## src/rtl/ccff_loader.sv

```systemverilog
// ccff_loader: drives a ccff_head -> ccff_tail configuration chain from a valid/ready word stream.
// Optional CCFF_READBACK_EN adds a mirror register and a non-destructive VERIFY pass.
module ccff_loader #(
    parameter int unsigned CHAIN_LEN = 64,
    parameter int unsigned DATA_W    = 8
) (
    input  logic              prog_clk,
    input  logic              prog_reset,
    input  logic              start,
    input  logic              cfg_valid,
    output logic              cfg_ready,
    input  logic [DATA_W-1:0] cfg_data,
    output logic              ccff_head,
    output logic              ccff_shift_en,
    input  logic              ccff_tail,
    output logic              busy,
    output logic              done,
    output logic              error
);
    localparam int unsigned NWORDS    = (CHAIN_LEN + DATA_W - 1) / DATA_W;
    localparam int unsigned LAST_BITS = CHAIN_LEN - (NWORDS - 1) * DATA_W;
    localparam int unsigned REM_W     = $clog2(DATA_W + 1);
    localparam int unsigned WCNT_W    = $clog2(NWORDS + 1);
    localparam int unsigned EM_W      = $clog2(2 * CHAIN_LEN + 1);

`ifdef CCFF_READBACK_EN
    typedef enum logic [1:0] {S_IDLE, S_LOAD, S_VERIFY, S_DONE} state_t;
`else
    typedef enum logic [1:0] {S_IDLE, S_LOAD, S_DONE} state_t;
`endif

    state_t              state_q, state_d;
    logic [DATA_W-1:0]   buf_q, buf_d;
    logic [REM_W-1:0]    rem_q, rem_d;
    logic [WCNT_W-1:0]   wcnt_q, wcnt_d;
    logic [EM_W-1:0]     em_q, em_d;
    logic                head_q, head_d;
    logic                shift_q, shift_d;
    logic                busy_q, busy_d;
    logic                done_q, done_d;
    logic                error_q, error_d;
    logic                ready_c;
    logic                emit;
    logic                emit_bit;
    logic [REM_W-1:0]    nbits;

`ifdef CCFF_READBACK_EN
    logic [CHAIN_LEN-1:0] mirror_q, mirror_d;
    logic                 vshift_q, vshift_d;
`else
    logic                 unused_tail;
    assign unused_tail = ccff_tail;
`endif

    // State and datapath registers
    always_ff @(posedge prog_clk) begin
        if (prog_reset) begin
            state_q  <= S_IDLE;
            buf_q    <= '0;
            rem_q    <= '0;
            wcnt_q   <= '0;
            em_q     <= '0;
            head_q   <= 1'b0;
            shift_q  <= 1'b0;
            busy_q   <= 1'b0;
            done_q   <= 1'b0;
            error_q  <= 1'b0;
`ifdef CCFF_READBACK_EN
            mirror_q <= '0;
            vshift_q <= 1'b0;
`endif
        end else begin
            state_q  <= state_d;
            buf_q    <= buf_d;
            rem_q    <= rem_d;
            wcnt_q   <= wcnt_d;
            em_q     <= em_d;
            head_q   <= head_d;
            shift_q  <= shift_d;
            busy_q   <= busy_d;
            done_q   <= done_d;
            error_q  <= error_d;
`ifdef CCFF_READBACK_EN
            mirror_q <= mirror_d;
            vshift_q <= vshift_d;
`endif
        end
    end

    // Next-state, buffer drain and emission of the next chain bit
    always_comb begin
        state_d  = state_q;
        buf_d    = buf_q;
        rem_d    = rem_q;
        wcnt_d   = wcnt_q;
        em_d     = em_q;
        head_d   = head_q;
        shift_d  = 1'b0;
        error_d  = error_q;
        ready_c  = 1'b0;
        emit     = 1'b0;
        emit_bit = 1'b0;
        nbits    = (wcnt_q == WCNT_W'(NWORDS - 1)) ? REM_W'(LAST_BITS) : REM_W'(DATA_W);
`ifdef CCFF_READBACK_EN
        mirror_d = mirror_q;
        vshift_d = 1'b0;
        if (vshift_q && (ccff_tail != head_q)) error_d = 1'b1;
`endif

        unique case (state_q)
            S_IDLE: begin
                if (start) begin
                    state_d = S_LOAD;
                    buf_d   = '0;
                    rem_d   = '0;
                    wcnt_d  = '0;
                    em_d    = '0;
                    error_d = 1'b0;
                end
            end
            S_LOAD: begin
                // Accept when empty or while the last buffered bit goes out
                ready_c = (wcnt_q != WCNT_W'(NWORDS)) && (rem_q <= REM_W'(1));
                if (rem_q != '0) begin
                    emit     = 1'b1;
                    emit_bit = buf_q[0];
                    buf_d    = buf_q >> 1;
                    rem_d    = rem_q - REM_W'(1);
                end
                if (ready_c && cfg_valid) begin
                    wcnt_d = wcnt_q + WCNT_W'(1);
                    if (rem_q == '0) begin
                        emit     = 1'b1;
                        emit_bit = cfg_data[0];
                        buf_d    = cfg_data >> 1;
                        rem_d    = nbits - REM_W'(1);
                    end else begin
                        buf_d = cfg_data;
                        rem_d = nbits;
                    end
                end
                if (em_q == EM_W'(CHAIN_LEN)) begin
`ifdef CCFF_READBACK_EN
                    state_d  = S_VERIFY;
                    emit     = 1'b1;
                    emit_bit = mirror_q[0];
                    vshift_d = 1'b1;
`else
                    state_d  = S_DONE;
`endif
                end
            end
`ifdef CCFF_READBACK_EN
            S_VERIFY: begin
                // Recirculate the mirror so the chain ends up unchanged
                if (em_q == EM_W'(2 * CHAIN_LEN)) begin
                    state_d = S_DONE;
                end else begin
                    emit     = 1'b1;
                    emit_bit = mirror_q[0];
                    vshift_d = 1'b1;
                end
            end
`endif
            S_DONE: begin
                state_d = S_IDLE;
            end
            default: begin
                state_d = S_IDLE;
            end
        endcase

        if (emit) begin
            head_d  = emit_bit;
            shift_d = 1'b1;
            em_d    = em_q + EM_W'(1);
`ifdef CCFF_READBACK_EN
            mirror_d = (mirror_q >> 1) | (CHAIN_LEN'(emit_bit) << (CHAIN_LEN - 1));
`endif
        end

        done_d = (state_d == S_DONE);
        busy_d = (state_d != S_IDLE);
    end

    assign cfg_ready     = ready_c;
    assign ccff_head     = head_q;
    assign ccff_shift_en = shift_q;
    assign busy          = busy_q;
    assign done          = done_q;
    assign error         = error_q;

endmodule

```

## config.mk

```make
export PLATFORM = sky130hd
export DESIGN_NAME = ccff_loader
export DESIGN_NICKNAME = d
export VERILOG_FILES = /design/src/rtl/ccff_loader.sv
export SDC_FILE = /design/constraint.sdc
export NUM_CORES = 1
export LEC_CHECK = 0
export CAP_MARGIN = 20
export CELL_PAD_IN_SITES_DETAIL_PLACEMENT = 0
export CELL_PAD_IN_SITES_GLOBAL_PLACEMENT = 2
export CORE_ASPECT_RATIO = 1.4
export CORE_UTILIZATION = 35
export CTS_CLUSTER_DIAMETER = 50
export CTS_CLUSTER_SIZE = 12
export DETAILED_ROUTE_END_ITERATION = 8
export PLACE_DENSITY_LB_ADDON = 0.12
export RECOVER_POWER = 25
export SETUP_SLACK_MARGIN = 0.4
export SLEW_MARGIN = 10
export SYNTH_ARGS = -nofsm -noshare
export SYNTH_HDL_FRONTEND = slang
export SYNTH_SLANG_ARGS = --single-unit
export TNS_END_PERCENT = 50
```

## constraint.sdc

```tcl
create_clock -name prog_clk -period 2.3 [get_ports prog_clk]
set_input_delay 0.345 -clock prog_clk [delete_from_list [all_inputs] [get_ports prog_clk]]
set_output_delay 0.345 -clock prog_clk [all_outputs]
set_load 0.005 [all_outputs]
```

==> qor.yml, run 1 <==
status: "finished, final reports clean"
routedWlPerCell_um: 15.1
fin_skew_ns: 0.00204
core_um2: 4570
crit_type: "reg -> out"
die_w_um: 60.7
cpPeakStageDelay_ns: 0.41
met1_length_mm: 1.80
cp.depth: 4
final-max-slew-violation-count: 0
clk_latency_ns: 0.28
cts_tree: "yes"
synth_top_area_share: 0.356
ys_seq_elements: 30
route.detailed.drc: 0
critPathTopFamily: "flip-flops"
grt_usage: 0.176
ioPinCount: 19
wl_mm: 4.10
io_buffers: 16
grt_pass1_wl_mm: 6.93
nets: 230
ys_seq_area_frac: 0.356
synthFlopType: "dfxtp_1"
fmax_mhz: 526
drtAntennaViolNets: 0
async_flop_share: 0
syn_nets: 195
antenna_found_initial: 0
synthToLayoutAreaGrowth_pct: 29.2
fin_crit_ns: 1.90
yosysUniqueCellTypes: 54
clkTransAtPathRegs_ns: 0.06
cp_max_fo: 5
wl_met2_mm: 2.06
cp_slowest_cell: "dfxtp_1"
cap_violations: 0
syn_area_um2: 1690
grt_max_degree: 18
synth_area_leaders: "dfxtp_1 36%, mux2i_1 7.7%, ha_1 5.2%"
diodes: 0
route.met3.wl_um: 141
crit_arrival_ns: 1.56
drive_gt1_frac: 0.224
clockBufferDepth: 2
syn_inst: 175
synthTopCellsByCount: "30 x dfxtp_1, 13 x mux2i_1, 9 x a22o_1, 9 x nor2_1, 9 x o21ai_0"
routed.top_layer: "met4"
worst_ep_required_time_ns: 1.96
p_leak_uw: 0.000832
synth_edf_count: 0
vias_per_cell: 5.41
gp_congestion: 0.783
setup_viol: 0
cts_buffers: 5
final_core_util: 0.477
cts_hold_buf: 0
grt_pass1_vias: 1455
crit_path_end_kind: "output port"
vias: 1471
min_period_over_period: 0.827
cts_max_level: 2
rr_worst_depth: 6
irDropWorstVdd_mv: 0.316
start_util: 0.369
worst-path-buf-inv: 2
rows: 29
hold_viol: 0
rrSetupSlack_ns: 0.44
die_h_um: 84.2
drtPass1Iterations: 4
cts.sinks: 30
min-delay-path-class: "reg -> reg"
detailed_place_hpwl_mm: 2.90
yosysWarnings: 0
cp-start-kind: "register"
overflow: 0
dieArea_um2: 5110
drtIter0Drc: 90
yosysMostFrequentCell: "dfxtp_1"
avgSynthCellArea_um2: 9.64
power_density_nw_per_um2: 702
rsz0062_at_grt: "true"
tns_ns: 0
path_cells: "inv_2 -> ha_1 -> o211a_1 -> dlygate4sd2_1"
cts-root-buf: "clkbuf_8"
synth_area_leader_cell: "dfxtp_1"
holdPathStages: 1
cells by family (layout without fill, tap and decap cells):
| family | count (synthesis) | in the layout | synth area share |
|---|---|---|---|
| adder cells (fa/ha/maj) | 7 | 7 | 0.0519 |
| other | 1 | 1 | 0.00222 |
| flip-flops | 30 | 30 | 0.356 |
| buffers and inverters | 16 | 51 | 0.0608 |
| XOR/XNOR | 4 | 4 | 0.0208 |
| AO/OA/AOI/OAI | 50 | 50 | 0.228 |
| AND/OR/NAND/NOR | 52 | 52 | 0.190 |
| multiplexers | 15 | 15 | 0.0904 |
final cells by class:
| type | count | area (um2) |
|---|---|---|
| clock buffers | 6 | 82.6 |
| clock inverters | 1 | 30.0 |
| fillers | 483 | 2390 |
| inverters | 9 | 33.8 |
| multi-input cells | 129 | 1040 |
| flip-flops and latches | 30 | 611 |
| well taps | 62 | 77.6 |
| repair buffers | 35 | 310 |
per-layer routing:
layer	vias to the layer above	GRT usage
met5	-	0
met1	702	0.211
li1	724	-
met3	9	0.0478
met4	0	0.0537
met2	36	0.299
where the power goes:
group / internal, uW / leakage [uW] / switching [uW] / total (uW)
combinational: 216 / 0.000529 / 210 / 425
clock: 346 / 0.0000573 / 200 / 546
sequential: 543 / 0.000246 / 17.8 / 560
layout by cell type, fill, tap and decap left out, types with 3 or more instances in the layout:
cell type,count
a21oi_1,7
a221o_1,4
a22o_1,9
buf_4,13
clkbuf_1,3
clkbuf_8,6
clkdlybuf4s50_1,11
dfxtp_1,26
dlygate4sd3_1,4
ha_1,5
inv_1,6
inv_2,3
mux2i_1,11
nand2_1,5
nand2b_1,3
nand3_1,4
nand4_1,3
nor2_1,9
nor2b_1,3
nor3_1,5
o211ai_1,3
o21ai_0,8
xor2_1,3
worst register-to-register path, cell delays in order, from the launching register on:
cell and delay (ns):
dfxtp_1 0.41, inv_2 0.09, ha_1 0.28, o21a_1 0.27, and3_1 0.27, or3_1 0.32
a21oi_1 0.14
metrics by stage:
stage                     cell area [um2]  hold WS [ns]  power, uW  setup slack (ns)  cells
after global routing                 2180         0.494       1610             0.338    272
after CTS                            2130         0.477       1510             0.410    268
after floorplan                      1690         0.426        814             0.427    175
after global placement               1930         0.445        924             0.267    256
after detailed placement             1930         0.456        931             0.254    256
final                                2180         0.479       1530             0.399    272
sequential cells by signal, summed over array words and instances (netlist names):
register and count:
state_q 2, rem_q 4, ccff_shift_en 1, buf_q 8
em_q 8, done 1, ccff_head 1, wcnt_q 4
busy 1
what timing repair did:
action                                  4_1_cts  5_1_grt
gates resized for setup                      12       12
cloned                                        0        0
endpoints found under the setup margin       20       15
setup buffers                                 5        4
pin swaps                                     2        5
path summary, 6_finish.rpt:
check	from	end
setup / recovery	rem_q[0]	cfg_ready
hold / removal	buf_q[5]	buf_q[5]
setup reg to reg	rem_q[0]	wcnt_q[1]
hold reg to reg	buf_q[5]	buf_q[5]
No activity file was read; power rests on OpenSTA's default activity.
==> run 2: changes to the inputs <==
--- a/config.mk
+++ b/config.mk
@@ -9,7 +9,7 @@
 export CELL_PAD_IN_SITES_DETAIL_PLACEMENT = 0
 export CELL_PAD_IN_SITES_GLOBAL_PLACEMENT = 2
 export CORE_ASPECT_RATIO = 1.4
-export CORE_UTILIZATION = 35
+export CORE_UTILIZATION = 31
 export CTS_CLUSTER_DIAMETER = 50
 export CTS_CLUSTER_SIZE = 12
 export DETAILED_ROUTE_END_ITERATION = 8
==> constraint.sdc (replaced) <==
create_clock -name prog_clk -period 1.71 [get_ports prog_clk]
set_input_delay 0.2565 -clock prog_clk [delete_from_list [all_inputs] [get_ports prog_clk]]
set_output_delay 0.2565 -clock prog_clk [all_outputs]
set_load 0.005 [all_outputs]
==> run 2 against run 1 <==
Net effect:
- sequential cell count stayed put
- critical path type is now reg -> reg
- via count grew 8.6%
- routed wire length grew 10%
- the run now ends with negative setup slack left
- largest power group unchanged
- sequential power rose by 34%
==> qor.yml, run 2 (synthesized netlist as in run 1, its figures left out) <==
cp_slowest_cell: "or3b_4"
die_w_um: 64.4
violations: "negative setup slack"
irDropWorstVdd_mv: 0.448
vias_per_cell: 5.29
route.detailed.drc: 0
cp-start-kind: "register"
setup_slack_ns: -0.0377
rsz0062_at_grt: "true"
start_util: 0.325
crit_arrival_ns: 1.92
crit_type: "reg -> reg"
rows: 31
min_period_over_period: 1.02
clk_latency_ns: 0.28
r2r-start: "rem_q[0]"
grt_usage: 0.175
place_ws_ns: -0.194
tns_ns: -0.210
nets: 255
cp_max_fo: 6
ioPinCount: 19
cts_buffers: 5
drtAntennaViolNets: 0
cts-root-buf: "clkbuf_8"
postPlaceCellArea_um2: 2150
top_regs: "buf_q (8), em_q (8)"
cap_violations: 0
cts_tree: "yes"
cp_common_cell: "mux2i_1"
p_total_uw: 2170
wl_mm: 4.53
post-route-cell-area_um2: 2490
routedWlPerCell_um: 15.0
min-delay-path-class: "reg -> reg"
fin_skew_ns: 0.00383
antenna_found_initial: 0
cpPeakStageDelay_ns: 0.46
drive_gt1_frac: 0.373
worstSetupStartpoint: "rem_q[0]"
io_buffers: 16
vias: 1597
crit_path_end_kind: "register"
power_density_nw_per_um2: 873
cts_max_level: 2
grt_pass1_vias: 1654
worst_ep_required_time_ns: 1.88
min_from: "buf_q[4]"
p_leak_uw: 0.000995
fin_crit_ns: 1.75
finalNonFillerCells: 302
setup_viol: 8
detailed_place_hpwl_mm: 3.30
status: "finished with violations"
final_cell_mix: "36 x buf_4, 26 x dfxtp_1, 12 x mux2i_1"
worst-path-buf-inv: 2
path_cells: "inv_4 -> ha_4 -> or3b_4 -> buf_8 -> mux2i_1 -> mux2i_1 -> a22o_1"
critPathTopFamily: "simple AND/OR/NAND/NOR gates"
clockBufferDepth: 2
final_common_cell: "buf_4"
cts.sinks: 30
drtPass1Iterations: 4
drtIter0Drc: 78
diodes: 0
grt_max_degree: 11
synthToLayoutAreaGrowth_pct: 47.4
gp_congestion: 0.830
fmax_mhz: 572
hold_viol: 0
clkTransAtPathRegs_ns: 0.06
core_um2: 5200
die_h_um: 89.3
final-max-slew-violation-count: 0
dp_cells: 284
dieArea_um2: 5750
overflow: 0
grt_pass1_wl_mm: 7.63
run 2: cell types whose count changed in the layout (fill, tap and decap cells not counted), moves of 3 or more:
cell / before / now
clkbuf_1: 3 / 0
o21ai_0: 8 / 5
o21ai_1: 1 / 4
buf_6: 2 / 5
ha_4: 1 / 4
dlygate4sd2_1: 1 / 4
buf_4: 13 / 36
dlygate4sd3_1: 4 / 0
run 2: cell type report:
cell class                 count  area [um2]
tap                           66        82.6
multi-input combinational    129        1110
clock buffer                   8         110
fill                         519        2710
sequential                    30         606
inverter                       9        43.8
timing repair buffer          60         539
run 2: stage by stage:
stage,hold WS (ns),util
floorplan,0.426,-
global placement,0.447,0.414
detailed placement,0.445,0.414
CTS,0.465,0.473
global route,0.496,0.479
finish,0.464,0.479
run 2: path summary, 6_finish.rpt:
check                           slack (ns)  cells after the start  endpoint
worst max-delay path                 -0.04                      7  buf_q[6]
worst min-delay path                  0.46                      1  buf_q[4]
worst max register to register       -0.04                      7  buf_q[6]
worst min register to register        0.46                      1  buf_q[4]
run 2: worst register-to-register path, cell delays in order, from the launching register on:
cell and delay, ns:
dfxtp_2 0.34, inv_4 0.08, ha_4 0.15, or3b_4 0.46
buf_8 0.17, mux2i_1 0.14, mux2i_1 0.09, a22o_1 0.21
run 2: per-layer routing:
metal	vias up	wire length, um	global-route usage
met3	11	113	0.0344
met4	0	106	0.0828
met1	782	1890	0.188
li1	779	-	-
met2	25	2420	0.327
met5	-	0	0
run 2: what timing repair did:
item | 4_1_cts | 5_1_grt
buffers inserted | 9 | 0
pin swaps | 21 | 14
hold buffers | 0 | 0
resized for setup | 36 | 12
setup endpoints to repair | 33 | 29
gates cloned | 1 | 0
run 2: report_power, final:
group          switching, uW  internal, uW
combinational            338           413
sequential              21.4           731
clock                    262           406
total                    622          1550
